### config.mk
export PLATFORM = sky130hd
export DESIGN_NAME = user_input_irq_ctrl
export DESIGN_NICKNAME = d
export VERILOG_FILES = /design/src/rtl/user_input_irq_ctrl.sv
export SDC_FILE = /design/constraint.sdc
export NUM_CORES = 1
export LEC_CHECK = 0
export CELL_PAD_IN_SITES_DETAIL_PLACEMENT = 0
export CELL_PAD_IN_SITES_GLOBAL_PLACEMENT = 1
export CORE_MARGIN = 2
export CORE_UTILIZATION = 42
export DETAILED_ROUTE_END_ITERATION = 7
export PLACE_DENSITY = 0.95
export SLEW_MARGIN = 20
export SYNTH_ARGS = -nofsm -noshare
export SYNTH_HDL_FRONTEND = slang
export SYNTH_SLANG_ARGS = --single-unit
### constraint.sdc
create_clock -name clk -period 4 [get_ports clk]
set_clock_uncertainty 0.05 [all_clocks]
set_input_delay 0.4 -clock clk [delete_from_list [all_inputs] [get_ports clk]]
set_output_delay 0.4 -clock clk [all_outputs]
set_load 0.02 [all_outputs]
### src/rtl/user_input_irq_ctrl.sv
// Avalon-MM slave for board keys/switches: synchronise, debounce, capture edges
// per bit and raise a maskable level or pulse interrupt.
module user_input_irq_ctrl #(
    parameter int unsigned NUM_KEYS        = 4,
    parameter int unsigned NUM_SWITCHES    = 4,
    parameter int unsigned SYNC_STAGES     = 2,
    parameter int unsigned DEBOUNCE_CYCLES = 16
) (
    input  logic                    clk,
    input  logic                    reset_n,
    input  logic [NUM_KEYS-1:0]     keys,
    input  logic [NUM_SWITCHES-1:0] switches,
    input  logic [1:0]              avl_address,
    input  logic                    avl_read,
    input  logic                    avl_write,
    input  logic [31:0]             avl_writedata,
    output logic [31:0]             avl_readdata,
    output logic                    avl_irq_n
);

    localparam int unsigned W     = NUM_KEYS + NUM_SWITCHES;
    localparam int unsigned CNT_W = (DEBOUNCE_CYCLES > 1) ? $clog2(DEBOUNCE_CYCLES) : 1;
    localparam logic [W-1:0] IDLE = {{NUM_SWITCHES{1'b0}}, {NUM_KEYS{1'b1}}};

    localparam logic [1:0] ADDR_DATA = 2'd0;
    localparam logic [1:0] ADDR_EDGE = 2'd1;
    localparam logic [1:0] ADDR_MASK = 2'd2;
    localparam logic [1:0] ADDR_CTRL = 2'd3;

    logic [W-1:0]     pin_q;
    logic [W-1:0]     sync_q [SYNC_STAGES];
    logic [W-1:0]     sync_vec;
    logic [W-1:0]     stable_q;
    logic [W-1:0]     stable_next;
    logic [CNT_W-1:0] cnt_q [W];
    logic [CNT_W-1:0] cnt_next [W];
    logic [W-1:0]     edge_bits_q;
    logic [W-1:0]     edge_bits_next;
    logic [W-1:0]     mask_q;
    logic [W-1:0]     mask_next;
    logic             ctrl_q;
    logic             ctrl_next;
    logic [W-1:0]     chg;
    logic [W-1:0]     w1c;
    logic [W-1:0]     data_view;
    logic [31:0]      rd_mux;
    logic             irq_n_next;
    logic             unused_wdata;

    assign unused_wdata = ^avl_writedata;

    // Pin capture register followed by the synchroniser chain
    always_ff @(posedge clk) begin
        if (!reset_n) begin
            pin_q <= IDLE;
            for (int s = 0; s < int'(SYNC_STAGES); s++) begin
                sync_q[s] <= IDLE;
            end
        end else begin
            pin_q     <= {switches, keys};
            sync_q[0] <= pin_q;
            for (int s = 1; s < int'(SYNC_STAGES); s++) begin
                sync_q[s] <= sync_q[s-1];
            end
        end
    end

    assign sync_vec = sync_q[SYNC_STAGES-1];

    // Per-bit debounce: accept a change after DEBOUNCE_CYCLES consecutive mismatches
    always_comb begin
        stable_next = stable_q;
        for (int i = 0; i < int'(W); i++) begin
            cnt_next[i] = '0;
            if (sync_vec[i] != stable_q[i]) begin
                if (cnt_q[i] == CNT_W'(DEBOUNCE_CYCLES - 1)) begin
                    stable_next[i] = sync_vec[i];
                end else begin
                    cnt_next[i] = cnt_q[i] + CNT_W'(1);
                end
            end
        end
    end

    // Register writes, edge capture and interrupt evaluation
    always_comb begin
        w1c       = '0;
        mask_next = mask_q;
        ctrl_next = ctrl_q;
        if (avl_write) begin
            case (avl_address)
                ADDR_EDGE: w1c       = avl_writedata[W-1:0];
                ADDR_MASK: mask_next = avl_writedata[W-1:0];
                ADDR_CTRL: ctrl_next = avl_writedata[0];
                default:   ;
            endcase
        end
        chg            = stable_next ^ stable_q;
        edge_bits_next = (edge_bits_q & ~w1c) | chg;
        irq_n_next     = ctrl_next ? ~|(chg & mask_q) : ~|(edge_bits_next & mask_next);
    end

    // Keys are active-low on the pins; DATA reports 1 = pressed/on
    assign data_view = stable_q ^ IDLE;

    always_comb begin
        rd_mux = '0;
        case (avl_address)
            ADDR_DATA: rd_mux = 32'(data_view);
            ADDR_EDGE: rd_mux = 32'(edge_bits_q);
            ADDR_MASK: rd_mux = 32'(mask_q);
            ADDR_CTRL: rd_mux = {31'd0, ctrl_q};
            default:   rd_mux = '0;
        endcase
    end

    always_ff @(posedge clk) begin
        if (!reset_n) begin
            stable_q     <= IDLE;
            edge_bits_q  <= '0;
            mask_q       <= '1;
            ctrl_q       <= 1'b0;
            avl_readdata <= '0;
            avl_irq_n    <= 1'b1;
            for (int i = 0; i < int'(W); i++) begin
                cnt_q[i] <= '0;
            end
        end else begin
            stable_q    <= stable_next;
            edge_bits_q <= edge_bits_next;
            mask_q      <= mask_next;
            ctrl_q      <= ctrl_next;
            avl_irq_n   <= irq_n_next;
            if (avl_read) begin
                avl_readdata <= rd_mux;
            end
            for (int i = 0; i < int'(W); i++) begin
                cnt_q[i] <= cnt_next[i];
            end
        end
    end

endmodule
# Word-level counts from Yosys, hierarchy flattened
# Memory sizes are Yosys's and may differ from the RTL's.
# Cells that the tools add are included.
[op_classes]
n_bitwise = 17
n_addsub = 8
n_eq_ne = 19
reduce_logical = 5
mux = 52
[op_table]
columns = ["operator", "n"]
rows = [
  ["$pmux 32 s4", 1],
  ["$mux 4", 24],
  ["$mux 8", 6],
  ["$add 4x1->4 const B", 8],
  ["$eq 4x4->1 const B", 8],
  ["$and 8x8->8", 3],
  ["$mux 1", 21],
  ["$reduce_or 8->1", 2],
  ["$or 1x1->1", 10],
  ["$ne 1x1->1", 8],
  ["$not 8->8", 1],
  ["$or 8x8->8", 1],
  ["$xor 8x8->8", 1],
  ["$eq 2x2->1 const B", 2],
  ["$not 4->4", 1],
  ["$eq 2x1->1 const B", 1],
  ["$logic_not 1->1", 2],
  ["$logic_not 2->1", 1],
]
[word_totals]
elab_cells = 110
mem_bits_rw = 48
memories = 2
regBits = 66
inputBits = 46
[memory_table]
columns = ["name", "words", "word_bits", "read_ports", "rd_clocked_by_memory_dff", "write_ports", "line", "text"]
rows = [
  ["cnt_q", 8, 4, 8, 0, 8, "35", "logic [CNT_W-1:0] cnt_q [W];"],
  ["sync_q", 2, 8, 2, 0, 2, "31", "logic [W-1:0] sync_q [SYNC_STAGES];"],
]

# Logic depth before layout (Yosys ltp)
[logic_depth]
depth_word = 10
ltp_mapped = 7
ltp_nobuf = 6

# Worst setup path after synthesis
# Ideal clock, no wire load.
[synth_path]
kind = "reg2reg"
from = "memory cnt_q[0][0] in the netlist's numbering"
to = "register avl_irq_n"
n_path_buf = 0
slack_ps = 2409
synth_period_minus_slack_ps = 1591
path_stages_with_launch = 6
setup_ps = 93
required_time_ps = 3857
t_arrival_ps = 1448
path_cell_list = "dfxtp_1 -> ha_1 -> and3_1 -> a32o_1 -> or4_1 -> o311ai_2"
[synth_rtl]
columns = ["element", "line", "text"]
rows = [
  ["start, declared", "35", ""],
  ["end signal, assigned", "133", "avl_irq_n <= irq_n_next;"],
  ["end, declared", "18", "output logic avl_irq_n"],
]

# Final worst setup path
[layout_path]
from = "input avl_address[1]"
to = "register avl_irq_n"
[layout_via]
elab_chain_cells = 10
word_cells_on_any_way = 16
[layout_rtl]
columns = ["element", "line", "text"]
rows = [
  ["start, declared", "13", "input logic [1:0] avl_address,"],
  ["$eq 2x1->1", "91", "case (avl_address)"],
  ["$mux 8", "91", ""],
  ["$mux 8", "90", "if (avl_write) begin"],
  ["$not 8->8", "99", "edge_bits_next = (edge_bits_q & ~w1c) | chg;"],
  ["$and 8x8->8", "99", ""],
  ["$or 8x8->8", "99", ""],
  ["$and 8x8->8", "100", "irq_n_next = ctrl_next ? ~|(chg & mask_q) : ~|(edge_bits_next & mask_next);"],
  ["$reduce_or 8->1", "100", ""],
  ["$logic_not 1->1", "100", ""],
  ["$mux 1 (*)", "100", ""],
]
# Mark *: on every way between the ends. The rest lies on a longest branch, timed or not.
# A chain may end at the register's enable or synchronous reset.

==> flow_metrics.py <==
metrics = {
    "run_status": {
        "status": "complete, no violations",
    },
    "detailed_routing": {
        "drtIter0Drc": 97,
        "finalWirelength_microns": 6340,
        "avgRoutedWirePerCell_microns": 12.6,
        "drc_errors": 0,
        "antenna_left": 0,
        "vias": 2438,
        "first_pass_iters": 4,
        "vias_per_cell": 4.85,
    },
    "timing": {
        "hold_violations": 0,
        "period_needed_ns": 2.23,
        "rsz0062_at_grt": "no",
        "setup_viol": 0,
        "final-max-slew-violation-count": 0,
        "fin_setup_tns_ns": 0,
        "slew_headroom_pct": 50.7,
        "period_share_pct": 55.8,
        "fmax_mhz": 448,
        "worst_pin_slew_ns": 0.737,
    },
    "global_routing": {
        "grt_pass1_wl_microns": 10900,
        "grt-ovfl-total": 0,
        "grt_max_degree": 43,
        "groute.usage.overall_pct": 14.1,
        "antenna_found_initial": 0,
        "grt_pass1_vias": 2439,
    },
    "finish": {
        "drive_gt1_share_pct": 5.06,
        "diodes": 0,
        "multi_input_area_sq_um": 1670,
        "area_growth_pct": 13.2,
        "stdcell_count": 503,
        "register_area_sq_um": 1800,
        "fillers": 809,
        "fin_nets": 445,
    },
    "yosys": {
        "netlist_area_sq_um": 3680,
        "ys_seq_area_share_pct": 48.9,
        "yosysMostFrequentCell": "dfxtp_1",
        "yosys_warnings": 0,
        "synthCells": 365,
        "ys_ff_latch": 90,
        "synthArstFlopShare_pct": 0,
        "yosysTopAreaCellShare_pct": 48.9,
        "synth-edff-count": 0,
        "synthDistinctLibCells": 34,
        "yosys.area.top_type": "dfxtp_1",
        "syn_area_per_cell_sq_um": 10.1,
        "netlist_top_cells_area": "dfxtp_1, mux2i_1, xor2_1",
        "synthTopCellsByCount": "dfxtp_1, nor2_1, buf_4",
        "ys.flop_type": "dfxtp_1",
    },
    "clocking": {
        "cts_buffers": 9,
        "cts-root-buf": "clkbuf_8",
        "cts_tree": "yes",
        "cts_setup_buffers": 0,
        "htree_num_levels": 3,
        "cts.sinks": 90,
        "holdBufCountCts": 0,
        "clockBufferDepth": 2,
        "ctsResizeCount": 0,
        "clk_latency_ns": 0.35,
        "cts.clk_slew.worst_paths_ns": 0.08,
    },
    "placement": {
        "dp_hpwl_microns": 4370,
        "dpl.cell_count": 488,
        "gp_congestion": 0.792,
        "portBuffers": 30,
    },
    "setup_path": {
        "cp.arrival_ns": 2.45,
        "r2r_start": "cnt_q[0][4]",
        "reg2reg_to": "avl_irq_n",
        "worst-r2r-cell-count": 6,
        "worst_setup_path_start_kind": "input port",
        "rrSetupSlack_ns": 2.30,
        "critPathCaptureType": "flop",
        "endpoint": "avl_irq_n",
        "critical_path_class": "input port to flop",
        "cp-startpoint": "avl_address[1]",
        "cp_max_fo": 19,
        "crit_required_ns": 4.22,
    },
    "power": {
        "cellPowerDensity_nw_per_um2": 412,
        "leakage_nw": 1.83,
        "peakVddDrop_uv": 170,
    },
    "die": {
        "die_w_microns": 97.7,
        "initial_utilization_pct": 42.9,
        "core_sq_um": 8590,
        "dieArea_sq_um": 9540,
        "num_io_pins": 79,
        "row_count": 34,
        "die_y_microns": 97.7,
    },
    "run": {
        "drv_cap": 0,
    },
    "worst_hold_path": {
        "hold_class": "flop to flop",
    },
}
through the flow:
stage	setup WS (ns)	instance area (sq um)	power [mW]	utilization, %	hold WS, ns
2_1_floorplan	2.41	3770	1.04	-	0.336
3_3_place_gp	1.45	3950	1.07	46.0	0.342
3_5_place_dp	1.42	3950	1.07	46.0	0.346
4_1_cts	1.80	4170	1.74	48.5	0.366
5_1_grt	1.62	4170	1.78	48.5	0.387
6_report	1.77	4170	1.72	48.5	0.359
per-layer routing:
layer  track usage, %  up-vias  wire [microns]
met3             4.53       12             366
met4             5.45        0              82
met1             17.8     1131            2880
met2             22.5       59            3010
li1                 -     1236               -
met5                0        -               0
cells by family after synthesis:
logic type / Yosys count / share of synthesized area (%)
compound gates: 33 / 7.30
xor+xnor: 24 / 5.71
fa+ha+maj: 8 / 2.72
buf+inv: 49 / 8.12
flops: 90 / 48.9
mux: 22 / 6.32
other cells: 1 / 0.102
simple gates: 138 / 20.8
worst min-delay path by stage:
stage                         from      endpoint  slack (ns)  cells after the start
after floorplan           pin_q[0]  sync_q[0][0]        0.34                      1
after global placement    pin_q[3]  sync_q[0][3]        0.34                      1
after detailed placement  pin_q[3]  sync_q[0][3]        0.35                      1
after CTS                 pin_q[2]  sync_q[0][2]        0.37                      1
after global routing      pin_q[3]  sync_q[0][3]        0.39                      1
final                     pin_q[2]  sync_q[0][2]        0.36                      1
area by class of cell:
cell class	count	area share, %
multi-input combinational	249	40.0
timing repair buffer	32	7.44
inverter	9	0.810
clock buffer	13	3.81
clock inverter	2	1.44
tap	108	3.24
sequential	90	43.2
sequential cells by signal, indices dropped and copies added, names as in the netlist:
signal / cells
cnt_q: 32
avl_irq_n: 1
stable_q: 8
mask_q: 8
avl_readdata: 8
ctrl_q: 1
sync_q: 16
edge_bits_q: 8
pin_q: 8
report_power, final:
part	switching (mW)	total (mW)	internal [mW]
sequential	0.00896	0.924	0.915
combinational	0.0719	0.124	0.0522
clock	0.287	0.671	0.383
total	0.368	1.72	1.35
cell usage in the layout (no fill, tap or decap), types with 12 or more instances in the layout:
cell              n
dfxtp_1          90
clkdlybuf4s50_1  29
nor2_1           28
xor2_1           24
conb_1           24
mux2i_1          21
nand2_1          20
nand3_1          17
nor2b_1          15
and3_1           15
and2_1           12
nand2b_1         12
critical path: stages:
cell	delay, ns
clkdlybuf4s50_1	0.95
nand3b_4	0.31
mux2i_1	0.29
o22a_1	0.18
o21ai_1	0.08
o311ai_2	0.24
No activity file was read; power rests on OpenSTA's default activity.
